## config.mk

```make
export PLATFORM = sky130hd
export DESIGN_NAME = demux_stream
export DESIGN_NICKNAME = d
export VERILOG_FILES = /design/src/rtl/demux_pkg.sv /design/src/rtl/demux_slot.sv /design/src/rtl/demux_stream.sv
export SDC_FILE = /design/constraint.sdc
export NUM_CORES = 1
export LEC_CHECK = 0
export CAP_MARGIN = 40
export CORE_ASPECT_RATIO = 1.75
export CORE_MARGIN = 10
export CORE_UTILIZATION = 30
export DETAILED_ROUTE_END_ITERATION = 12
export GPL_ROUTABILITY_DRIVEN = 0
export GPL_TIMING_DRIVEN = 0
export PLACE_DENSITY_LB_ADDON = 0.12
export SETUP_SLACK_MARGIN = 0.4
export SLEW_MARGIN = 0
export SYNTH_ARGS = -nofsm -noshare
export SYNTH_HDL_FRONTEND = slang
export SYNTH_SLANG_ARGS = --single-unit
```

## constraint.sdc

```tcl
create_clock -name clk -period 4.2 [get_ports clk]
set_input_delay 1.05 -clock clk [delete_from_list [all_inputs] [get_ports clk]]
set_output_delay 1.05 -clock clk [all_outputs]
set_load 0.05 [all_outputs]
```

## src/rtl/demux_pkg.sv

```systemverilog
// Shared constants and helpers for the stream demultiplexer.
// Holds default geometry and the drop counter width.
package demux_pkg;

    localparam int DEF_WIDTH = 32;
    localparam int DEF_N_CH  = 4;
    localparam int DROP_W    = 8;

    // Saturating increment for the drop counter.
    function automatic logic [DROP_W-1:0] sat_inc(input logic [DROP_W-1:0] v);
        return (&v) ? v : v + DROP_W'(1);
    endfunction

endpackage

```

## src/rtl/demux_slot.sv

```systemverilog
// One output channel holding register: load, drain, or hold a single word.
// Data is cleared whenever the slot is empty so the output reads zero.
module demux_slot
    import demux_pkg::*;
#(
    parameter int WIDTH = DEF_WIDTH
) (
    input  logic             clk,
    input  logic             rst_n,
    input  logic             load,
    input  logic [WIDTH-1:0] load_data,
    input  logic             ready,
    output logic             valid,
    output logic [WIDTH-1:0] data,
    output logic             free
);

    // Free when empty or when the current word leaves this cycle.
    assign free = ~valid | ready;

    always_ff @(posedge clk or negedge rst_n) begin
        if (!rst_n) begin
            valid <= 1'b0;
            data  <= '0;
        end else if (load) begin
            valid <= 1'b1;
            data  <= load_data;
        end else if (valid && ready) begin
            valid <= 1'b0;
            data  <= '0;
        end
    end

endmodule

```

## src/rtl/demux_stream.sv

```systemverilog
// Stream demultiplexer: routes one input word to a selected channel, or to all
// channels at once, with one holding register per channel.
module demux_stream
    import demux_pkg::*;
#(
    parameter int WIDTH = DEF_WIDTH,
    parameter int N_CH  = DEF_N_CH,
    parameter int SEL_W = $clog2(N_CH)
) (
    input  logic                  clk,
    input  logic                  rst_n,
    input  logic                  in_valid,
    output logic                  in_ready,
    input  logic [WIDTH-1:0]      in_data,
    input  logic [SEL_W-1:0]      in_sel,
    input  logic                  in_bcast,
    output logic [N_CH-1:0]       out_valid,
    input  logic [N_CH-1:0]       out_ready,
    output logic [N_CH*WIDTH-1:0] out_data,
    output logic                  err_sel,
    output logic [DROP_W-1:0]     drop_cnt
);

    // Handshake: a word moves on any port in a cycle where valid and ready are
    // both 1. in_ready never looks at in_valid; out_valid never looks at out_ready.
    localparam logic [SEL_W:0] N_CH_EXT = (SEL_W+1)'(N_CH);

    logic [N_CH-1:0] free;
    logic [N_CH-1:0] load;
    logic            oob;
    logic            sel_free;
    logic            accept;

    assign oob = ~in_bcast & ({1'b0, in_sel} >= N_CH_EXT);

    always_comb begin
        sel_free = 1'b0;
        for (int k = 0; k < N_CH; k++) begin
            if (in_sel == SEL_W'(k)) sel_free = free[k];
        end
    end

    // Broadcast waits for every slot so a word is never partially delivered.
    assign in_ready = in_bcast ? (&free) : (oob ? 1'b1 : sel_free);
    assign accept   = in_valid & in_ready;

    always_comb begin
        load = '0;
        for (int k = 0; k < N_CH; k++) begin
            load[k] = accept & ~oob & (in_bcast | (in_sel == SEL_W'(k)));
        end
    end

    for (genvar g = 0; g < N_CH; g++) begin : g_slot
        demux_slot #(.WIDTH(WIDTH)) u_slot (
            .clk       (clk),
            .rst_n     (rst_n),
            .load      (load[g]),
            .load_data (in_data),
            .ready     (out_ready[g]),
            .valid     (out_valid[g]),
            .data      (out_data[g*WIDTH +: WIDTH]),
            .free      (free[g])
        );
    end

    always_ff @(posedge clk or negedge rst_n) begin
        if (!rst_n) begin
            err_sel  <= 1'b0;
            drop_cnt <= '0;
        end else begin
            err_sel <= accept & oob;
            if (accept && oob) drop_cnt <= sat_inc(drop_cnt);
        end
    end

endmodule
```

# Word-level counts from Yosys, hierarchy flattened
# Index checks and enable logic that the tools add are counted.
totals:
  output_inout_bits: 142
  register_bits: 132
op_classes:
  n_mux: 21
  eq_ne: 3
  bitwise: 17
  reduce_logical: 10
op_table:
  columns: ["operator", "n"]
  rows:
  - ["$mux W32", 8]
  - ["$mux W1", 13]
  - ["$or A1 B1 Y1", 8]
  - ["$reduce_bool A2 Y1", 4]
  - ["$and A1 B1 Y1", 5]
  - ["$eq A2 B2 Y1 const B", 2]
  - ["$logic_and A1 B1 Y1", 4]
  - ["$not A1 Y1", 4]
  - ["$reduce_and A4 Y1", 1]
  - ["$eq A2 B1 Y1 const B", 1]
  - ["$logic_not A2 Y1", 1]

# Logic depth before layout (Yosys ltp)
logic_depth:
  word_depth: 10
  depth_mapped: 7
  ltp_nobuf: 5

# Modules after synthesis
# From an unflattened synthesis, not the netlist that was laid out.
unflattened:
  hier_cells: 467
  hier_area_um2: 5866.9
by_module_without_submodules:
  columns: ["module", "area_per_inst_um2", "instances", "cells_each"]
  rows:
  - ["demux_slot", 1410.1, 4, 110]
  - ["demux_stream", 226.5, 1, 27]

# Worst setup path after synthesis
# Ideal clock, no wire load.
synth_path:
  kind: "input to output"
  from: "input port in_sel[1]"
  to: "output port in_ready"
  arrival_ns: 2.213
  setup_slack_ns: 0.937
  n_path_buf: 0
  path_stages: 3
  required_ns: 3.150
  path_cell_list: "a21oi_2 -> o221ai_4 -> nor2_1"
synth_via:
  elab_chain_len: 6
synth_lines:
  columns: ["item", "line_no", "text"]
  rows:
  - ["from (decl)", "demux_stream.sv:15", "input logic [SEL_W-1:0] in_sel,"]
  - ["$logic_not A2 Y1", "demux_stream.sv:39", "if (in_sel == SEL_W'(k)) sel_free = free[k];"]
  - ["$mux W1 (3 in a row)", "demux_stream.sv:39", null]
  - ["$mux W1 *", "demux_stream.sv:39", null]
  - ["$mux W1 *", "demux_stream.sv:44", "assign in_ready = in_bcast ? (&free) : (oob ? 1'b1 : sel_free);"]
  - ["to (decl)", "demux_stream.sv:13", "output logic in_ready,"]
# Every way passes the cells marked *; elsewhere a longest branch is shown, timed or not.

# Worst setup path in the final report
# Same ends and word-level chain as after synthesis.

==> results.rst <==
.. list-table::
   :header-rows: 1

   * - Metric
     - Value
   * - Outcome
     - finished, final reports clean
   * - Vert. Die Dim
     - 202 um
   * - Antenna Violating Nets Remaining
     - 0
   * - TNS Setup
     - 0 ns
   * - Setup-failing EPs final
     - 0
   * - Cell accounting for the most synthesized area
     - dfrtp_1
   * - Fill count
     - ~1900
   * - Latest clock arrival within the worst-skew pair
     - 0.42 ns
   * - Delay-heaviest family, CP
     - buffers and inverters
   * - Top post-synthesis cells by area
     - dfrtp_1, nand2_1, mux2i_1, o21ai_1, buf_4
   * - Master of the slowest instance on the critical path
     - clkdlybuf4s50_1
   * - Synthesized netlist cell count
     - between 500 and 600
   * - Capturing element type of the critical path
     - output pin
   * - Starting utilization of the core area
     - 0.305
   * - Crit-path cells
     - clkdlybuf4s50_1 -> nand2b_1 -> and2_4 -> o221ai_4 -> nor2_1 -> clkdlybuf4s15_2
   * - Unrepaired setup endpoints after global routing
     - no
   * - I/O Buffers
     - 174
   * - Power dissipated by switching net loads
     - 2660 uW
   * - Layout overhead on the synthesized area
     - 47.1%
   * - Number of top-level pins
     - between 150 and 200
   * - Final hold violation count
     - 0
   * - Highest clock rate
     - around 270 MHz
   * - Power density over the cells
     - 720 mW/mm^2
   * - Largest net degree at the start of global routing
     - 68
   * - Count of max-cap constraint violations
     - 0
   * - Number of synthesized register bits
     - 132
   * - Maximum VDD drop
     - ~0.0003 V
   * - Signal arrival time at the worst endpoint
     - 2.65 ns
   * - Synth Cell Area
     - 0.00569 mm^2
   * - First-pass GRT wire length
     - a little under 30000 um
   * - Number of instances in the placed design
     - 986
   * - Unique masters post-synth
     - 25
   * - Routed wirelength normalized by instance count
     - ~19 um
   * - Standard-cell row count
     - 66
   * - Initial antenna violation count
     - 0
   * - Fin crit period
     - 3.70 ns
   * - Area of the multi-input gates
     - 0.00196 mm^2
   * - Max-slew violation count
     - 0
   * - Final setup skew
     - 0.0122 ns
   * - Mapped Avg Cell Area
     - 10.1 um^2
   * - Top fanout value on the critical path
     - 5
   * - Worst relative slew slack
     - 0.553
   * - Count of TritonRoute iterations in the first routing pass
     - 5
   * - Antenna diodes
     - 0
   * - Tcrit/Tclk final
     - 0.881
   * - Number of design-rule violations left by the first detailed-router iteration
     - 303
   * - Number of clock sinks
     - around 130
   * - Overflow left after global routing
     - 0
   * - Wirelength, routed
     - 19200 um
   * - Register-to-register setup slack
     - ~2.3 ns
   * - Fraction of layout instances using a drive strength above 1
     - 0.0936
   * - Placeable Area
     - 0.0187 mm^2
   * - Post CTS Setup Buffer Count
     - 0
   * - Vias in the first global route
     - 5008
   * - Residual DRC
     - 0
   * - Hold crit path type
     - reg -> reg
   * - Share of the synthesized area in the top cell type
     - 0.581
   * - Post-DP HPWL
     - 14400 um
   * - Peak per-stage delay on the critical path
     - 0.47 ns
   * - Power Total
     - 6020 uW
   * - Number of non-filler instances in the completed layout
     - 1018
   * - Net switching fraction of the power
     - 0.441
   * - Area enclosed by the die boundary
     - 0.0251 mm^2
   * - Ys Warns
     - 0
   * - Inserted Clock Buffers
     - 17
   * - Clock transition at the register clock pins on the worst setup and hold paths after CTS
     - about 0.06 ns
   * - Final net count
     - ~800
   * - Chip width
     - 124 um
   * - Clock share of power
     - 0.243
   * - Leakage Power
     - approximately 0.0038 uW
   * - Share of power burned in registers
     - 0.302
   * - Type of origin of the critical path
     - primary input
   * - Critical setup path kind
     - in -> out
   * - Worst-Margin Slew
     - 0.671 ns
   * - Via Count
     - 4568
   * - Count of H-tree levels built during CTS
     - 4
   * - Part of the Yosys area used for sequential elements
     - 0.581
   * - All-layer global routing usage
     - 0.155
   * - Max clock buf depth
     - 2
   * - Area used by sequential logic in the layout
     - 0.00330 mm^2
   * - TritonCTS clock tree
     - built
   * - P_int
     - 3370 uW
   * - Share of power burned in combinational logic
     - 0.455
   * - CP Buf/Inv Count
     - 2
   * - Data required, critical path
     - 3.15 ns
   * - Routed vias/inst
     - about 4.5
   * - Root Buffer
     - clkbuf_16
## tightest hold or removal path: cells and delay by family, from the launching register on
kind             cells  cell delay [ns]
flip-flops           1             0.37
AO/OA/AOI/OAI        1             0.05
AND/OR/NAND/NOR      1             0.06
## metal layers
| layer | part of all wire | track usage | up-vias |
|---|---|---|---|
| met5 | 0 | 0 | - |
| met4 | 0.017 | 0.0520 | 0 |
| met3 | 0.070 | 0.0463 | 19 |
| met2 | 0.54 | 0.280 | 133 |
| met1 | 0.37 | 0.164 | 2225 |
| li1 | - | - | 2191 |
## sequential cells by signal, indices dropped and copies added, names as in the netlist
signal and flops:
g_slot.u_slot.data 128, g_slot.u_slot.valid 4
## synth_stat cells
cell         n
nand2_1    199
dfrtp_1    132
mux2i_1     64
o21ai_1     57
inv_1       35
buf_4       22
clkbuf_1    14
nand2b_1     7
o21ai_0      7
buf_8        6
nor2_1       4
buf_2        3
nor3_4       2
o31ai_1      2
a21oi_1      1
a21oi_2      1
a2bb2oi_2    1
and2_4       1
and2b_1      1
conb_1       1
nor4_2       1
nor4b_2      1
o211ai_1     1
o21bai_1     1
o221ai_4     1
## cell families (layout without fill, tap and decap cells)
group                  count (synthesis)  after routing  share of synthesized area
AO/OA/AOI/OAI                         72             72                     0.0713
buffers and inverters                 80            287                     0.0798
flip-flops                           132            132                      0.581
multiplexers                          64             64                      0.113
other                                  1              9                   0.000659
AND/OR/NAND/NOR                      216            216                      0.155
## placed cells by master (no fill, tap or decap), types with 2 or more instances in the layout
| master | netlist | final |
|---|---|---|
| nand2_1 | 199 | 199 |
| clkdlybuf4s50_1 | 0 | 172 |
| dfrtp_1 | 132 | 132 |
| mux2i_1 | 64 | 64 |
| o21ai_1 | 57 | 57 |
| inv_1 | 35 | 35 |
| buf_4 | 22 | 22 |
| clkbuf_16 | 0 | 17 |
| clkbuf_1 | 14 | 15 |
| conb_1 | 1 | 9 |
| nand2b_1 | 7 | 7 |
| o21ai_0 | 7 | 7 |
| buf_8 | 6 | 6 |
| clkinvlp_4 | 0 | 5 |
| nor2_1 | 4 | 4 |
| clkinv_2 | 0 | 4 |
| buf_2 | 3 | 3 |
| nor3_4 | 2 | 2 |
| o31ai_1 | 2 | 2 |
| bufinv_16 | 0 | 2 |
| clkinv_4 | 0 | 2 |
## final timing paths
check | to | start | depth (start not counted)
min in group asynchronous | g_slot[3].u_slot.data[23] | rst_n | 1
setup / recovery | in_ready | in_sel[1] | 6
hold / removal | g_slot[2].u_slot.data[28] | g_slot[2].u_slot.data[28] | 2
hold reg to reg | g_slot[2].u_slot.data[28] | g_slot[2].u_slot.data[28] | 2
setup reg to reg | g_slot[1].u_slot.data[3] | g_slot[0].u_slot.valid | 6
max in group asynchronous | g_slot[1].u_slot.data[6] | rst_n | 2
## layout make-up
cell class / instances / area share
flip-flops and latches: 132 / 0.395
multi-input cells: 361 / 0.234
repair buffers: 175 / 0.212
clock buffers: 19 / 0.0529
plain buffers: 45 / 0.0386
well taps: 238 / 0.0356
clock inverters: 13 / 0.0162
inverters: 35 / 0.0157
## power by group through the flow
| stage | clock, uW | sequential (uW) | combinational (uW) |
|---|---|---|---|
| after global routing | 1550 | 1870 | 2880 |
| after global placement | 0 | 1830 | 2750 |
| after detailed placement | 0 | 1840 | 2780 |
| after CTS | 1500 | 1830 | 2780 |
| after floorplan | 0 | 3000 | 572 |
| final | 1470 | 1820 | 2740 |
## metrics by stage
step / setup WS, ns / hold WS (ns) / utilization / area, um^2
after detailed placement: 0.0646 / 0.507 / 0.417 / 7790
after floorplan: 0.937 / 0.500 / - / 5720
final: 0.500 / 0.515 / 0.448 / 8370
after CTS: 0.486 / 0.517 / 0.448 / 8370
after global routing: 0.401 / 0.529 / 0.448 / 8370
after global placement: -3.21 / 0.506 / 0.416 / 7760
## what timing repair did
action / CTS / global route
gates resized for setup: 3 / 0
hold buffers: 0 / 0
endpoints found under the setup margin: 1 / 0
Note: power is estimated with default switching activity, not from simulation.
